## config.mk

```make
export PLATFORM = sky130hd
export DESIGN_NAME = pixel_stream_packer
export DESIGN_NICKNAME = d
export VERILOG_FILES = /design/src/rtl/pixel_stream_pkg.sv /design/src/rtl/pixel_stream_packer_axis_out_reg.sv /design/src/rtl/pixel_stream_packer.sv
export SDC_FILE = /design/constraint.sdc
export NUM_CORES = 1
export LEC_CHECK = 0
export CORE_MARGIN = 2
export CORE_UTILIZATION = 35
export DETAILED_ROUTE_END_ITERATION = 10
export PLACE_DENSITY = 0.52
export SYNTH_ARGS = -nofsm -noshare
export SYNTH_HDL_FRONTEND = slang
export SYNTH_HIERARCHICAL = 1
export SYNTH_SLANG_ARGS = --single-unit
```

## constraint.sdc

```tcl
create_clock -name clk -period 3.77 [get_ports clk]
set_input_delay 0.377 -clock clk [delete_from_list [all_inputs] [get_ports clk]]
set_output_delay 0.377 -clock clk [all_outputs]
set_load 0.05 [all_outputs]
```

## src/rtl/pixel_stream_pkg.sv

```systemverilog
// Shared constants and helpers for the pixel packing datapath.
//   PIX_W        default bits per pixel
//   PIX_PER_WORD default pixels per output beat
//   FRAME_PIXELS default pixels per frame (512x512)
//   WORD_W       default packed word width
//   keep_mask(n) mask with the n lowest bits set (n <= MAX_LANES)
package pixel_stream_pkg;

  localparam int unsigned PIX_W        = 8;
  localparam int unsigned PIX_PER_WORD = 4;
  localparam int unsigned FRAME_PIXELS = 262144;
  localparam int unsigned WORD_W       = PIX_W * PIX_PER_WORD;
  localparam int unsigned MAX_LANES    = 32;

  function automatic logic [MAX_LANES-1:0] keep_mask(input int unsigned n_lanes);
    logic [MAX_LANES-1:0] mask;
    mask = '0;
    for (int unsigned i = 0; i < MAX_LANES; i++) begin
      if (i < n_lanes) mask[i] = 1'b1;
    end
    return mask;
  endfunction

endpackage

```

## src/rtl/pixel_stream_packer_axis_out_reg.sv

```systemverilog
// Single-stage AXI4-Stream output register. Shared with the upstream unpacker.
//   clk, rst                      clock, synchronous active-high reset
//   load, load_data/keep/last     capture a new beat (only when slot_free)
//   tdata/tkeep/tlast/tvalid      registered stream outputs
//   tready                        downstream accept
//   slot_free                     register empty or draining this cycle
module axis_out_reg
  import pixel_stream_pkg::*;
#(
  parameter int unsigned DATA_W = WORD_W,
  parameter int unsigned KEEP_W = PIX_PER_WORD
) (
  input  logic              clk,
  input  logic              rst,
  input  logic              load,
  input  logic [DATA_W-1:0] load_data,
  input  logic [KEEP_W-1:0] load_keep,
  input  logic              load_last,
  output logic [DATA_W-1:0] tdata,
  output logic [KEEP_W-1:0] tkeep,
  output logic              tlast,
  output logic              tvalid,
  input  logic              tready,
  output logic              slot_free
);

  assign slot_free = !tvalid || tready;

  // Payload only changes on load, so it is stable whenever a beat is stalled.
  always_ff @(posedge clk) begin
    if (rst) begin
      tdata  <= '0;
      tkeep  <= '0;
      tlast  <= 1'b0;
      tvalid <= 1'b0;
    end else if (load) begin
      tdata  <= load_data;
      tkeep  <= load_keep;
      tlast  <= load_last;
      tvalid <= 1'b1;
    end else if (tready) begin
      tvalid <= 1'b0;
    end
  end

endmodule

```

## src/rtl/pixel_stream_packer.sv

```systemverilog
// Packs an 8-bit pixel stream into PIX_PER_WORD-lane AXI4-Stream beats, lane 0 = earliest
// pixel in the LSBs. The last beat of each frame carries tlast and a partial tkeep.
//   clk, rst                 clock, synchronous active-high reset
//   inPixel/Valid/Ready      upstream pixel stream
//   m_axis_t*                packed output stream
//   frameDone                one-cycle pulse after the tlast handshake
module pixel_stream_packer
  import pixel_stream_pkg::*;
#(
  parameter int unsigned DATA_WIDTH   = pixel_stream_pkg::PIX_W,
  parameter int unsigned PIX_PER_WORD = pixel_stream_pkg::PIX_PER_WORD,
  parameter int unsigned FRAME_PIXELS = pixel_stream_pkg::FRAME_PIXELS
) (
  input  logic                               clk,
  input  logic                               rst,
  input  logic [DATA_WIDTH-1:0]              inPixel,
  input  logic                               inPixelValid,
  output logic                               inPixelReady,
  output logic [DATA_WIDTH*PIX_PER_WORD-1:0] m_axis_tdata,
  output logic [PIX_PER_WORD-1:0]            m_axis_tkeep,
  output logic                               m_axis_tlast,
  output logic                               m_axis_tvalid,
  input  logic                               m_axis_tready,
  output logic                               frameDone
);

  localparam int unsigned WORD_BITS = DATA_WIDTH * PIX_PER_WORD;
  localparam int unsigned LANE_W    = $clog2(PIX_PER_WORD);
  localparam int unsigned CNT_W     = (FRAME_PIXELS > 1) ? $clog2(FRAME_PIXELS) : 1;
  localparam logic [LANE_W-1:0] LANE_LAST = LANE_W'(PIX_PER_WORD - 1);
  localparam logic [CNT_W-1:0]  PIX_LAST  = CNT_W'(FRAME_PIXELS - 1);

  logic [LANE_W-1:0]     lane_q;
  logic [CNT_W-1:0]      pix_cnt_q;
  logic [DATA_WIDTH-1:0] acc_q [PIX_PER_WORD-1];
  logic                  frame_done_q;

  logic                    frame_end;
  logic                    closing_next;
  logic                    slot_free;
  logic                    accept;
  logic                    load;
  logic [WORD_BITS-1:0]    word_data;
  logic [PIX_PER_WORD-1:0] word_keep;

  assign frame_end    = (pix_cnt_q == PIX_LAST);
  assign closing_next = (lane_q == LANE_LAST) || frame_end;
  // Only a word-closing pixel needs the output slot; all others go to the accumulator.
  assign inPixelReady = !rst && (!closing_next || slot_free);
  assign accept       = inPixelValid && inPixelReady;
  assign load         = accept && closing_next;
  assign frameDone    = frame_done_q;

  // Outgoing word = lanes below lane_q from the accumulator, incoming pixel at lane_q,
  // zeros above. Stale accumulator contents are masked rather than cleared.
  always_comb begin
    word_data = '0;
    for (int unsigned k = 0; k < PIX_PER_WORD - 1; k++) begin
      if (k < 32'(lane_q)) word_data[k*DATA_WIDTH +: DATA_WIDTH] = acc_q[k];
    end
    word_data[32'(lane_q)*DATA_WIDTH +: DATA_WIDTH] = inPixel;
    word_keep = PIX_PER_WORD'(keep_mask(32'(lane_q) + 32'd1));
  end

  always_ff @(posedge clk) begin
    if (rst) begin
      lane_q       <= '0;
      pix_cnt_q    <= '0;
      frame_done_q <= 1'b0;
    end else begin
      frame_done_q <= m_axis_tvalid && m_axis_tready && m_axis_tlast;
      if (accept) begin
        lane_q    <= closing_next ? '0 : lane_q + 1'b1;
        pix_cnt_q <= frame_end ? '0 : pix_cnt_q + 1'b1;
      end
    end
  end

  always_ff @(posedge clk) begin
    if (accept && !closing_next) begin
      for (int unsigned k = 0; k < PIX_PER_WORD - 1; k++) begin
        if (k == 32'(lane_q)) acc_q[k] <= inPixel;
      end
    end
  end

  axis_out_reg #(
    .DATA_W (WORD_BITS),
    .KEEP_W (PIX_PER_WORD)
  ) u_out_reg (
    .clk       (clk),
    .rst       (rst),
    .load      (load),
    .load_data (word_data),
    .load_keep (word_keep),
    .load_last (frame_end),
    .tdata     (m_axis_tdata),
    .tkeep     (m_axis_tkeep),
    .tlast     (m_axis_tlast),
    .tvalid    (m_axis_tvalid),
    .tready    (m_axis_tready),
    .slot_free (slot_free)
  );

endmodule

```

==> run metrics <==
Final Total Pwr=1.67 mW; Routed wire per std cell=15.6 um; final net count=421; dominant synthesized flop cell=dfxtp_1; Leak=1.48 nW; cells after synthesis=350; slowest CP cell=clkdlybuf4s50_1; Peak VDD IR=0.319 mV; CTS tree=built; row cnt=37; top layer reached by signal wires=met4; share of layout cells above drive strength 1=0.0691; clock sinks=83; vias in the first global route=2577; Synth area leaders=dfxtp_1 32%, edfxtp_1 19%, mux2i_1 10%; dpl cells=525; CTS hold repair buffers=0; Max Fclk=0.312 GHz; Synth cell types=48; Cell Int Power=1.27 mW; Area Growth Syn to Fin=21.3%; Warnings, synthesis=6; Buf/Inv on CP=1; clock buffer count from CTS=9; Total Routed Length=8430 um; quantity of gates resized following cts=0; status=finished, final reports clean; Clk pin slew, worst setup/hold paths=0.09 ns; DR DRC count=0; worst-path cell chain=ha_1 -> nand3_2 -> nor4_4 -> a21oi_1 -> nor2_1 -> nor2_1 -> clkdlybuf4s50_1; IO Pins=52; Worst Path Required=3.39 ns; initial core utilization=0.361; CTS H-tree depth=3; relative slew slack=0.367; CP endpoint kind=primary output; PortBufs=51; Final Hold Fails=0; M1 WL=4150 um; detailed placement HPWL=5830 um; DR pass1 iterations=4; CTS root buf=clkbuf_8; Syn Nets=371; total of max-cap violations=0; synthesized cell area=3720 sq um; Avg Synthesized Cell Area=10.6 sq um; DR vias=2733; width of the die=107 um; switching power=400 uW; PwrDens=371 nW/um^2; crit path kind=register to primary output; switching share of power=0.239; Layout Cells excl Fill=541; worst stage delay on the critical path=0.70 ns; Critical Path Start Type=register; final setup vio count=0; share of the synthesized area in the top cell type=0.317; met2 WL=3960 um; power share of the combinational group=0.058; gpl congestion=0.901; GRT Residual Overflow=0; ANT nets after route=0; Yosys reg bits=83; Die Y=107 um; initial antenna violation count=0; die area=11500 sq um; hold crit path type=register to register; final worst clock skew=0.0160 ns; minimum clock period=3.21 ns; worst skew pair latency=0.35 ns; Clock power frac=0.386; sequential area share after synthesis=0.511; DR WL met3=261 um; CP max FO=8; Worst Max-Slew Pin Slew=0.942 ns; first-pass GRT wire length=13800 um; DR vias/cell=5.05; Total GRT Usage=0.156; fillers=997; Worst EP arrival=2.83 ns; final setup TNS=0 ns; RSZ-0062 raised after global routing=no; Post-synth ARST share=0; antenna cell count=0; Most common cell on crit path=nor2_1; sequential power share=0.556; area leader, netlist=dfxtp_1; final critical-path share of the clock period=0.851; core area=10300 sq um; maximum buffer depth of the clock tree=2; Post-synth EDFFs=24; Pins Over Slew Limit=0; cell family with the largest share of critical-path delay=simple AND/OR/NAND/NOR gates; setup bufs post-CTS=0; initial DRC count=109; largest net degree at the start of global routing=41
## Yosys cell counts (2+ instances only)
library cell,n
and2_1,11
o31ai_1,4
dfxtp_1,59
nand2b_1,4
o32ai_1,2
a22o_1,24
nor2_1,50
a21oi_1,18
ha_1,9
inv_1,8
nor2b_1,2
clkbuf_1,6
nand2_1,15
nor4_1,2
o21ai_1,5
buf_4,2
nand3_1,12
or3_1,5
nor3_1,6
buf_12,2
mux2i_1,38
nand4_1,8
or4_1,4
buf_2,2
buf_6,4
o211ai_1,3
edfxtp_1,24
## logic make-up (layout without fill, tap and decap cells)
family	Yosys count	after routing	synth area share
xor gates and xnor gates	1	1	0.00235
DFF	83	83	0.511
buffers and inverters	25	80	0.0447
adders and majority gates	9	9	0.0303
muxes	39	39	0.105
and+or+nand+nor	130	130	0.184
AOI/OAI and AO/OA	63	63	0.123
## metrics by stage
stage	utilization	instance area, sq um	worst slack (ns)	hold slack, ns
floorplan	-	3720	1.45	0.458
global placement	0.418	4320	0.738	0.471
detailed placement	0.418	4320	0.754	0.483
CTS	0.437	4510	0.558	0.505
global route	0.437	4510	0.362	0.530
finish	0.437	4510	0.561	0.494
## tightest hold or removal path, cell delays in order, from the launching register on
cell,delay (ns)
dfxtp_1,0.33
mux2i_1,0.06
nor2_1,0.07
## path summary, 6_finish.rpt
path / start / end / slack (ns) / cells after the start
hold reg to reg: u_out_reg/tdata[5] / u_out_reg/tdata[5] / 0.49 / 2
setup / recovery: pix_cnt_q[0] / inPixelReady / 0.56 / 7
setup reg to reg: pix_cnt_q[0] / u_out_reg/tdata[13] / 1.06 / 8
hold / removal: u_out_reg/tdata[5] / u_out_reg/tdata[5] / 0.49 / 2
## layout by cell type, fill, tap and decap left out, types with 6 or more instances in the layout
cell type,n
edfxtp_1,24
a21oi_1,18
ha_1,9
nand4_1,8
clkdlybuf4s50_1,50
mux2i_1,38
nor3_1,6
nand3_1,12
clkbuf_8,9
dfxtp_1,59
and2_1,11
nor2_1,49
nand2_1,15
inv_1,8
a22o_1,24
## power groups by stage
stage               Sequential, mW  Clock (mW)  Combinational [mW]
CTS                          0.931       0.673              0.0982
finish                       0.931       0.646              0.0965
global placement             0.951           0              0.0973
detailed placement           0.952           0              0.0976
floorplan                    0.951           0              0.0566
global route                 0.932       0.712               0.107
## per-layer routing
layer | global-route usage | vias to the layer above
li1 | - | 1377
met1 | 0.214 | 1302
met2 | 0.240 | 50
met3 | 0.0432 | 4
met4 | 0.0417 | 0
met5 | 0 | -
## state kept, by name, summed over array words and instances (netlist names)
| register | flops |
|---|---|
| u_out_reg/tkeep | 4 |
| frameDone | 1 |
| acc_q | 24 |
| pix_cnt_q | 18 |
| u_out_reg/tvalid | 1 |
| lane_q | 2 |
| u_out_reg/tdata | 32 |
| u_out_reg/tlast | 1 |
## final cells by class
class | instances | area [sq um] | share of cell area
repair buffers | 55 | 548 | 0.121
multi-input cells | 242 | 1660 | 0.368
clock inverters | 6 | 71.3 | 0.0158
inverters | 9 | 33.8 | 0.00748
clock buffers | 10 | 128 | 0.0283
flip-flops and latches | 83 | 1900 | 0.421
well taps | 136 | 170 | 0.0377
Power figures use the tool's default switching activity.
